**src/rtl/esn7e_st_pkg.sv**
```systemverilog
// Shared register map, field layout and helpers for the ESN sample sink.
package esn7e_st_pkg;

    localparam logic [1:0] ADDR_DATA    = 2'd0;
    localparam logic [1:0] ADDR_STATUS  = 2'd1;
    localparam logic [1:0] ADDR_CONTROL = 2'd2;
    localparam logic [1:0] ADDR_DROPS   = 2'd3;

    localparam int CTRL_EN_BIT  = 0;
    localparam int CTRL_CLR_BIT = 1;
    localparam int CTRL_THR_LSB = 8;
    localparam int THR_W        = 8;

    localparam int LEVEL_W  = 9;
    localparam int U_W      = 16;
    localparam int YHAT_W   = 16;
    localparam int SAMPLE_W = U_W + YHAT_W;

    typedef struct packed {
        logic [11:0]        rsvd_hi;
        logic               underflow;
        logic               overflow;
        logic               full;
        logic               empty;
        logic [6:0]         rsvd_lo;
        logic [LEVEL_W-1:0] level;
    } status_t;

    // A zero threshold would make irq permanently pending, so it behaves as 1.
    function automatic logic [THR_W-1:0] eff_thresh(input logic [THR_W-1:0] thr);
        return (thr == 8'd0) ? 8'd1 : thr;
    endfunction

endpackage

```
**src/rtl/esn7e_sample_fifo.sv**
```systemverilog
// Sample storage: circular buffer with one extra pointer bit so a full
// buffer (level == DEPTH) is distinguishable from an empty one.
module esn7e_sample_fifo
    import esn7e_st_pkg::*;
#(
    parameter int DEPTH = 16,
    parameter int DW    = 32
) (
    input  logic               clk,
    input  logic               reset,
    input  logic               flush,
    input  logic               push,
    input  logic [DW-1:0]      push_data,
    input  logic               pop,
    output logic [DW-1:0]      head,
    output logic               full,
    output logic               empty,
    output logic [LEVEL_W-1:0] level,
    output logic [LEVEL_W-1:0] level_nxt
);
    localparam int AW = $clog2(DEPTH);

    logic [AW:0]   wr_ptr_q, wr_ptr_d, rd_ptr_q, rd_ptr_d;
    logic [AW:0]   diff_s, diff_nxt_s;
    logic [DW-1:0] mem_q [DEPTH];

    // Status decode and pointer advance; differences are kept at pointer width so they wrap correctly.
    always_comb begin
        diff_s = wr_ptr_q - rd_ptr_q;
        level  = LEVEL_W'(diff_s);
        full   = (diff_s == (AW+1)'(DEPTH));
        empty  = (diff_s == '0);
        head   = mem_q[rd_ptr_q[AW-1:0]];
        if (flush) begin
            wr_ptr_d = '0;
            rd_ptr_d = '0;
        end else begin
            wr_ptr_d = wr_ptr_q + (AW+1)'(push);
            rd_ptr_d = rd_ptr_q + (AW+1)'(pop);
        end
        diff_nxt_s = wr_ptr_d - rd_ptr_d;
        level_nxt  = LEVEL_W'(diff_nxt_s);
    end

    // Pointer registers.
    always_ff @(posedge clk or negedge reset) begin
        if (!reset) begin
            wr_ptr_q <= '0;
            rd_ptr_q <= '0;
        end else begin
            wr_ptr_q <= wr_ptr_d;
            rd_ptr_q <= rd_ptr_d;
        end
    end

    // Sample memory, written at the tail.
    always_ff @(posedge clk) begin
        if (push) begin
            mem_q[wr_ptr_q[AW-1:0]] <= push_data;
        end
    end

endmodule

```
**src/rtl/esn7e_st_sink.sv**
```systemverilog
// ESN sample sink: buffers streamed samples and exposes them, with status,
// drop counting and a fill-level interrupt, over a 4-word Avalon-MM slave.
module esn7e_st_sink
    import esn7e_st_pkg::*;
#(
    parameter int DEPTH = 16,
    parameter int DW    = SAMPLE_W
) (
    input  logic          clk,
    input  logic          reset,
    input  logic          data_valid,
    input  logic [DW-1:0] data_in,
    input  logic [1:0]    avs_address,
    input  logic          avs_read,
    input  logic          avs_write,
    input  logic [31:0]   avs_writedata,
    output logic [31:0]   avs_readdata,
    output logic          avs_readdatavalid,
    output logic          irq
);
    logic               full_s, empty_s, push_s, pop_s, flush_s, drop_s, avail_s;
    logic               rd_s, wr_s, ctrl_wr_s, data_rd_s, status_rd_s;
    logic [LEVEL_W-1:0] level_s, level_nxt_s;
    logic [DW-1:0]      head_s;
    status_t            status_s;
    logic               unused_wd_s;

    logic               enable_q, enable_d;
    logic [THR_W-1:0]   thr_q, thr_d;
    logic [31:0]        drops_q, drops_d;
    logic               ovf_q, ovf_d, udf_q, udf_d;
    logic [31:0]        rdata_q, rdata_d;
    logic               rdv_q, rdv_d;
    logic               irq_q, irq_d;

    esn7e_sample_fifo #(.DEPTH(DEPTH), .DW(DW)) u_fifo (
        .clk       (clk),
        .reset     (reset),
        .flush     (flush_s),
        .push      (push_s),
        .push_data (data_in),
        .pop       (pop_s),
        .head      (head_s),
        .full      (full_s),
        .empty     (empty_s),
        .level     (level_s),
        .level_nxt (level_nxt_s)
    );

    // Access decode; a simultaneous read and write is treated as a read only.
    always_comb begin
        rd_s        = avs_read;
        wr_s        = avs_write & ~avs_read;
        ctrl_wr_s   = wr_s & (avs_address == ADDR_CONTROL);
        flush_s     = ctrl_wr_s & avs_writedata[CTRL_CLR_BIT];
        data_rd_s   = rd_s & (avs_address == ADDR_DATA);
        status_rd_s = rd_s & (avs_address == ADDR_STATUS);
        pop_s       = data_rd_s & ~empty_s;
        avail_s     = data_valid & enable_q & ~flush_s;
        push_s      = avail_s & (~full_s | pop_s);
        drop_s      = avail_s & full_s & ~pop_s;
        unused_wd_s = ^{avs_writedata[31:16], avs_writedata[7:2]};

        status_s           = '0;
        status_s.level     = level_s;
        status_s.empty     = empty_s;
        status_s.full      = full_s;
        status_s.overflow  = ovf_q;
        status_s.underflow = udf_q;
    end

    // Register-file next state; new sticky events win over a STATUS read-clear.
    always_comb begin
        enable_d = enable_q;
        thr_d    = thr_q;
        if (ctrl_wr_s) begin
            enable_d = avs_writedata[CTRL_EN_BIT];
            thr_d    = avs_writedata[CTRL_THR_LSB +: THR_W];
        end else begin
            enable_d = enable_q;
        end

        if (flush_s) begin
            drops_d = 32'd0;
            ovf_d   = 1'b0;
            udf_d   = 1'b0;
        end else begin
            drops_d = (drop_s && (drops_q != 32'hFFFF_FFFF)) ? drops_q + 32'd1 : drops_q;
            ovf_d   = (ovf_q & ~status_rd_s) | drop_s;
            udf_d   = (udf_q & ~status_rd_s) | (data_rd_s & empty_s);
        end

        rdata_d = rdata_q;
        if (rd_s) begin
            case (avs_address)
                ADDR_DATA:    rdata_d = empty_s ? 32'd0 : 32'(head_s);
                ADDR_STATUS:  rdata_d = status_s;
                ADDR_CONTROL: rdata_d = {16'd0, thr_q, 6'd0, 1'b0, enable_q};
                ADDR_DROPS:   rdata_d = drops_q;
                default:      rdata_d = 32'd0;
            endcase
        end else begin
            rdata_d = rdata_q;
        end

        rdv_d = rd_s;
        irq_d = enable_d & (level_nxt_s >= {1'b0, eff_thresh(thr_d)});
    end

    // State and registered outputs.
    always_ff @(posedge clk or negedge reset) begin
        if (!reset) begin
            enable_q <= 1'b0;
            thr_q    <= 8'd1;
            drops_q  <= 32'd0;
            ovf_q    <= 1'b0;
            udf_q    <= 1'b0;
            rdata_q  <= 32'd0;
            rdv_q    <= 1'b0;
            irq_q    <= 1'b0;
        end else begin
            enable_q <= enable_d;
            thr_q    <= thr_d;
            drops_q  <= drops_d;
            ovf_q    <= ovf_d;
            udf_q    <= udf_d;
            rdata_q  <= rdata_d;
            rdv_q    <= rdv_d;
            irq_q    <= irq_d;
        end
    end

    assign avs_readdata      = rdata_q;
    assign avs_readdatavalid = rdv_q;
    assign irq               = irq_q;

endmodule

```
**config.mk**
```make
export PLATFORM = sky130hd
export DESIGN_NAME = esn7e_st_sink
export DESIGN_NICKNAME = d
export VERILOG_FILES = /design/src/rtl/esn7e_st_pkg.sv /design/src/rtl/esn7e_sample_fifo.sv /design/src/rtl/esn7e_st_sink.sv
export SDC_FILE = /design/constraint.sdc
export NUM_CORES = 1
export LEC_CHECK = 0
export CORE_MARGIN = 1.5
export CORE_UTILIZATION = 60
export DETAILED_ROUTE_END_ITERATION = 8
export GPL_TIMING_DRIVEN = 1
export PLACE_DENSITY_LB_ADDON = 0.1
export SLEW_MARGIN = 20
export SYNTH_ARGS = -nofsm -noshare
export SYNTH_HDL_FRONTEND = slang
export SYNTH_SLANG_ARGS = --single-unit
```
**constraint.sdc**
```tcl
create_clock -name clk -period 6.5 [get_ports clk]
set_input_delay 0.65 -clock clk [delete_from_list [all_inputs] [get_ports clk]]
set_output_delay 0.65 -clock clk [all_outputs]
set_load 0.02 [all_outputs]
```
==> results.yml <==
status:
  outcome: "finished, final reports clean"
clock_tree:
  cts_buffers: 58
  clk_pin_slew_ns: 0.06
  post-cts-setup-buffers: 0
  clock_sinks: 599
  cts_tree: "yes"
  clock_latency_ns: 0.61
  htree_levels: 2
  cts_resized: 0
  clock_tree.root_cell: "clkbuf_16"
  cts_max_path_buffers: 3
worst_setup_path:
  r2r-end: "irq"
  path_cells: "ha_1, fa_1, nand2b_1, a21oi_1, xnor2_2, o21ai_0, buf_4, inv_1, ha_1, ha_1, nand2_1, inv_1, fa_1, inv_1, ha_1, a21o_1, a21o_1, a21o_1, a21oi_1, nor3b_1"
  crit_top_cell: "ha_1"
  critPathKind: "flip-flop to flip-flop"
  cp_max_fo: 19
  cp-startpoint: "u_fifo.rd_ptr_q[0]"
  cp.arrival_ns: 5.44
  cpPeakStageDelay_ns: 0.63
  critPathRequiredTime_ns: 7.00
  crit_path_end_kind: "flip-flop"
  r2r_cells: 20
  r2r_slack_ns: 1.55
  critPathCapture: "irq"
  critPathLaunchType: "flip-flop"
  r2r_start: "u_fifo.rd_ptr_q[0]"
  critPathSlowestCell: "dfrtp_4"
routing:
  vias: 13100
  wl_per_cell_um: 26.9
  detail_route.iter0.violations: 1363
  wl_um: 54500
  drtPass1Iterations: 5
  viasPerCell: 6.49
  route.detailed.drc: 0
  ant_nets: 0
power_and_ir_drop:
  power_density_nw_per_um2: 392
  p_leak_nw: 9.21
  ir_drop_mv: 0.212
finish:
  syn2layout_area_growth_pct: 13.5
  final.fill_count: 2567
  drive_gt1_share_pct: 17.9
  final_cell_area_um2: 27700
  multi_input_area_um2: 6470
  regArea_um2: 17600
  layout.nets: 1546
synthesis:
  ys.flop_type: "edfxtp_1"
  syn_area_per_cell_um2: 18.0
  synth_cell_types: 62
  seq_area_frac_synth_pct: 72.1
  synthXorXnorAreaFrac_pct: 0.570
  ys_warn_count: 0
  synth_area_um2: 24400
  syn-num-nets: 1444
  syn_inst: 1353
  synth_seq_cells: 599
  synth_edf_count: 512
  synth_top_family_by_area: "multiplexers"
  synthMuxAreaShare_pct: 14.1
  synth-compound-area-share_pct: 5.29
  yosys.area_share.simple_pct: 5.07
  synthAdderAreaFrac_pct: 1.09
  synthArstFlopShare_pct: 14.5
sta:
  drv_slew: 0
  fmax_ghz: 0.202
  period_needed_ns: 4.95
  hold_viol_final: 0
  setup_viol: 0
  relSlewSlack_pct: 27.8
  fin_worst_skew_ns: 0.0247
  hold_ws_ns: 0.404
  period_share_pct: 76.1
  worst_slew_pin_slew_ns: 1.08
  finalSetupTns_ns: 0
  rsz0062_at_grt: "false"
placement:
  io_buffers: 82
  place_congestion: 0.849
  placed_cell_area_um2: 25900
  hpwl_um: 30600
floorplanning:
  io_pins: 105
  dieWidth_um: 204
  row_count: 73
  design.core.area_um2: 39900
  die_area_um2: 41800
  dieHeight_um: 204
  initial_core_util_pct: 61.0
global_routing:
  grt_max_degree: 81
  grtUsageTotal_pct: 27.1
  grt-ovfl-total: 0
  grt_antenna_before_repair: 1
  grt_pass1_vias: 13000
  grt_pass1_wl_um: 82100
run:
  cap_violations: 0
hold_path:
  hold_class: "primary input to asynchronous set/reset pin"
## repair_timing
action	4_1_cts	5_1_grt
hold buffers	1	0
endpoints found under the hold margin	7	0
endpoints found under the setup margin	0	0
## layout make-up
class | instances | share of cell area [%]
Tap cell | 525 | 2.38
Antenna cell | 1 | 0.00905
Clock buffer | 75 | 5.67
Multi-Input combinational cell | 648 | 23.4
Clock inverter | 28 | 0.697
Timing Repair Buffer | 117 | 3.91
Inverter | 31 | 0.421
Sequential cell | 599 | 63.5
## metal layers
layer	wire, um	up-vias	global-route usage (%)
li1	-	5728	-
met1	23400	6784	40.5
met2	25700	536	41.8
met3	4360	90	5.20
met4	1050	0	6.36
met5	0	-	0
## sequential cells by signal (all words and copies together) (netlist names), 5 cells and up
signal,cells
thr_q,8
u_fifo.rd_ptr_q,5
u_fifo.mem_q,512
avs_readdata,32
u_fifo.wr_ptr_q,5
drops_q,32
## Yosys cell counts, types with 7 or more instances
master / n / area [um^2]
o311ai_0: 16 / 140
or3_1: 16 / 100
mux4_2: 115 / 2590
or4_1: 8 / 60.1
a31oi_1: 22 / 138
nor2_1: 53 / 199
nand4_1: 8 / 50.1
nand2_1: 51 / 191
dfrtp_1: 86 / 2150
and3_1: 7 / 43.8
nand3_1: 31 / 155
nand2b_1: 25 / 156
ha_1: 18 / 225
xor2_1: 8 / 70.1
inv_1: 29 / 109
edfxtp_1: 512 / 15400
nor3_1: 10 / 50.1
a21oi_1: 32 / 160
mux2i_1: 77 / 771
o221ai_1: 39 / 342
o31ai_1: 24 / 180
o22ai_1: 15 / 93.8
buf_2: 21 / 105
clkbuf_1: 46 / 173
## power by group
part	internal (mW)	total, mW	switching (mW)
Clock	1.77	3.14	1.37
Combinational	1.40	3.07	1.66
Sequential	4.44	4.65	0.211
## critical path: cells and delay by family (launching register included)
family                   cells  cell delay, ns
AND/OR/NAND/NOR              3            0.35
flip-flops                   1            0.63
AO/OA/AOI/OAI                6            1.13
adder cells (fa/ha/maj)      6            2.02
buffers and inverters        4            0.50
XOR/XNOR                     1            0.19
## how the worst min path moves through the flow
stage | end | start | cells after the start
after floorplan | avs_readdata[0] | reset | 0
after global placement | drops_q[7] | reset | 1
after detailed placement | drops_q[7] | reset | 1
after CTS | drops_q[6] | reset | 2
after global routing | drops_q[6] | reset | 2
final | drops_q[6] | reset | 2
## cell usage in the layout, fill, tap and decap left out, types with 13 or more instances in the layout
cell type        instances
nand3_1                 31
mux4_2                 115
o31ai_1                 24
nand2b_1                25
mux2i_1                 77
buf_4                   34
clkbuf_16               59
o22ai_1                 15
o221ai_1                39
clkbuf_1                13
a21oi_1                 32
or3_1                   16
ha_1                    18
clkinv_1                15
dfrtp_1                 84
inv_1                   29
edfxtp_1               512
o311ai_0                16
clkdlybuf4s50_1         80
nand2_1                 51
a31oi_1                 22
nor2_1                  41
## kinds of logic after synthesis
kind of cell               count (synthesis)
AOI/OAI and AO/OA                        177
xor gates and xnor gates                  15
adders and majority gates                 20
buffers and inverters                    106
DFF                                      599
muxes                                    198
and+or+nand+nor                          238
## stage by stage
stage               util (%)  instances  setup slack (ns)  power [mW]
floorplan                  -       1353              1.07        6.85
global placement        64.8       1919              1.41        7.74
detailed placement      64.8       1919              1.35        7.78
CTS                     69.3       2023              1.53        10.9
global route            69.3       2023              1.26        11.3
finish                  69.3       2024              1.55        10.9
(Power assumes the default switching activity.)
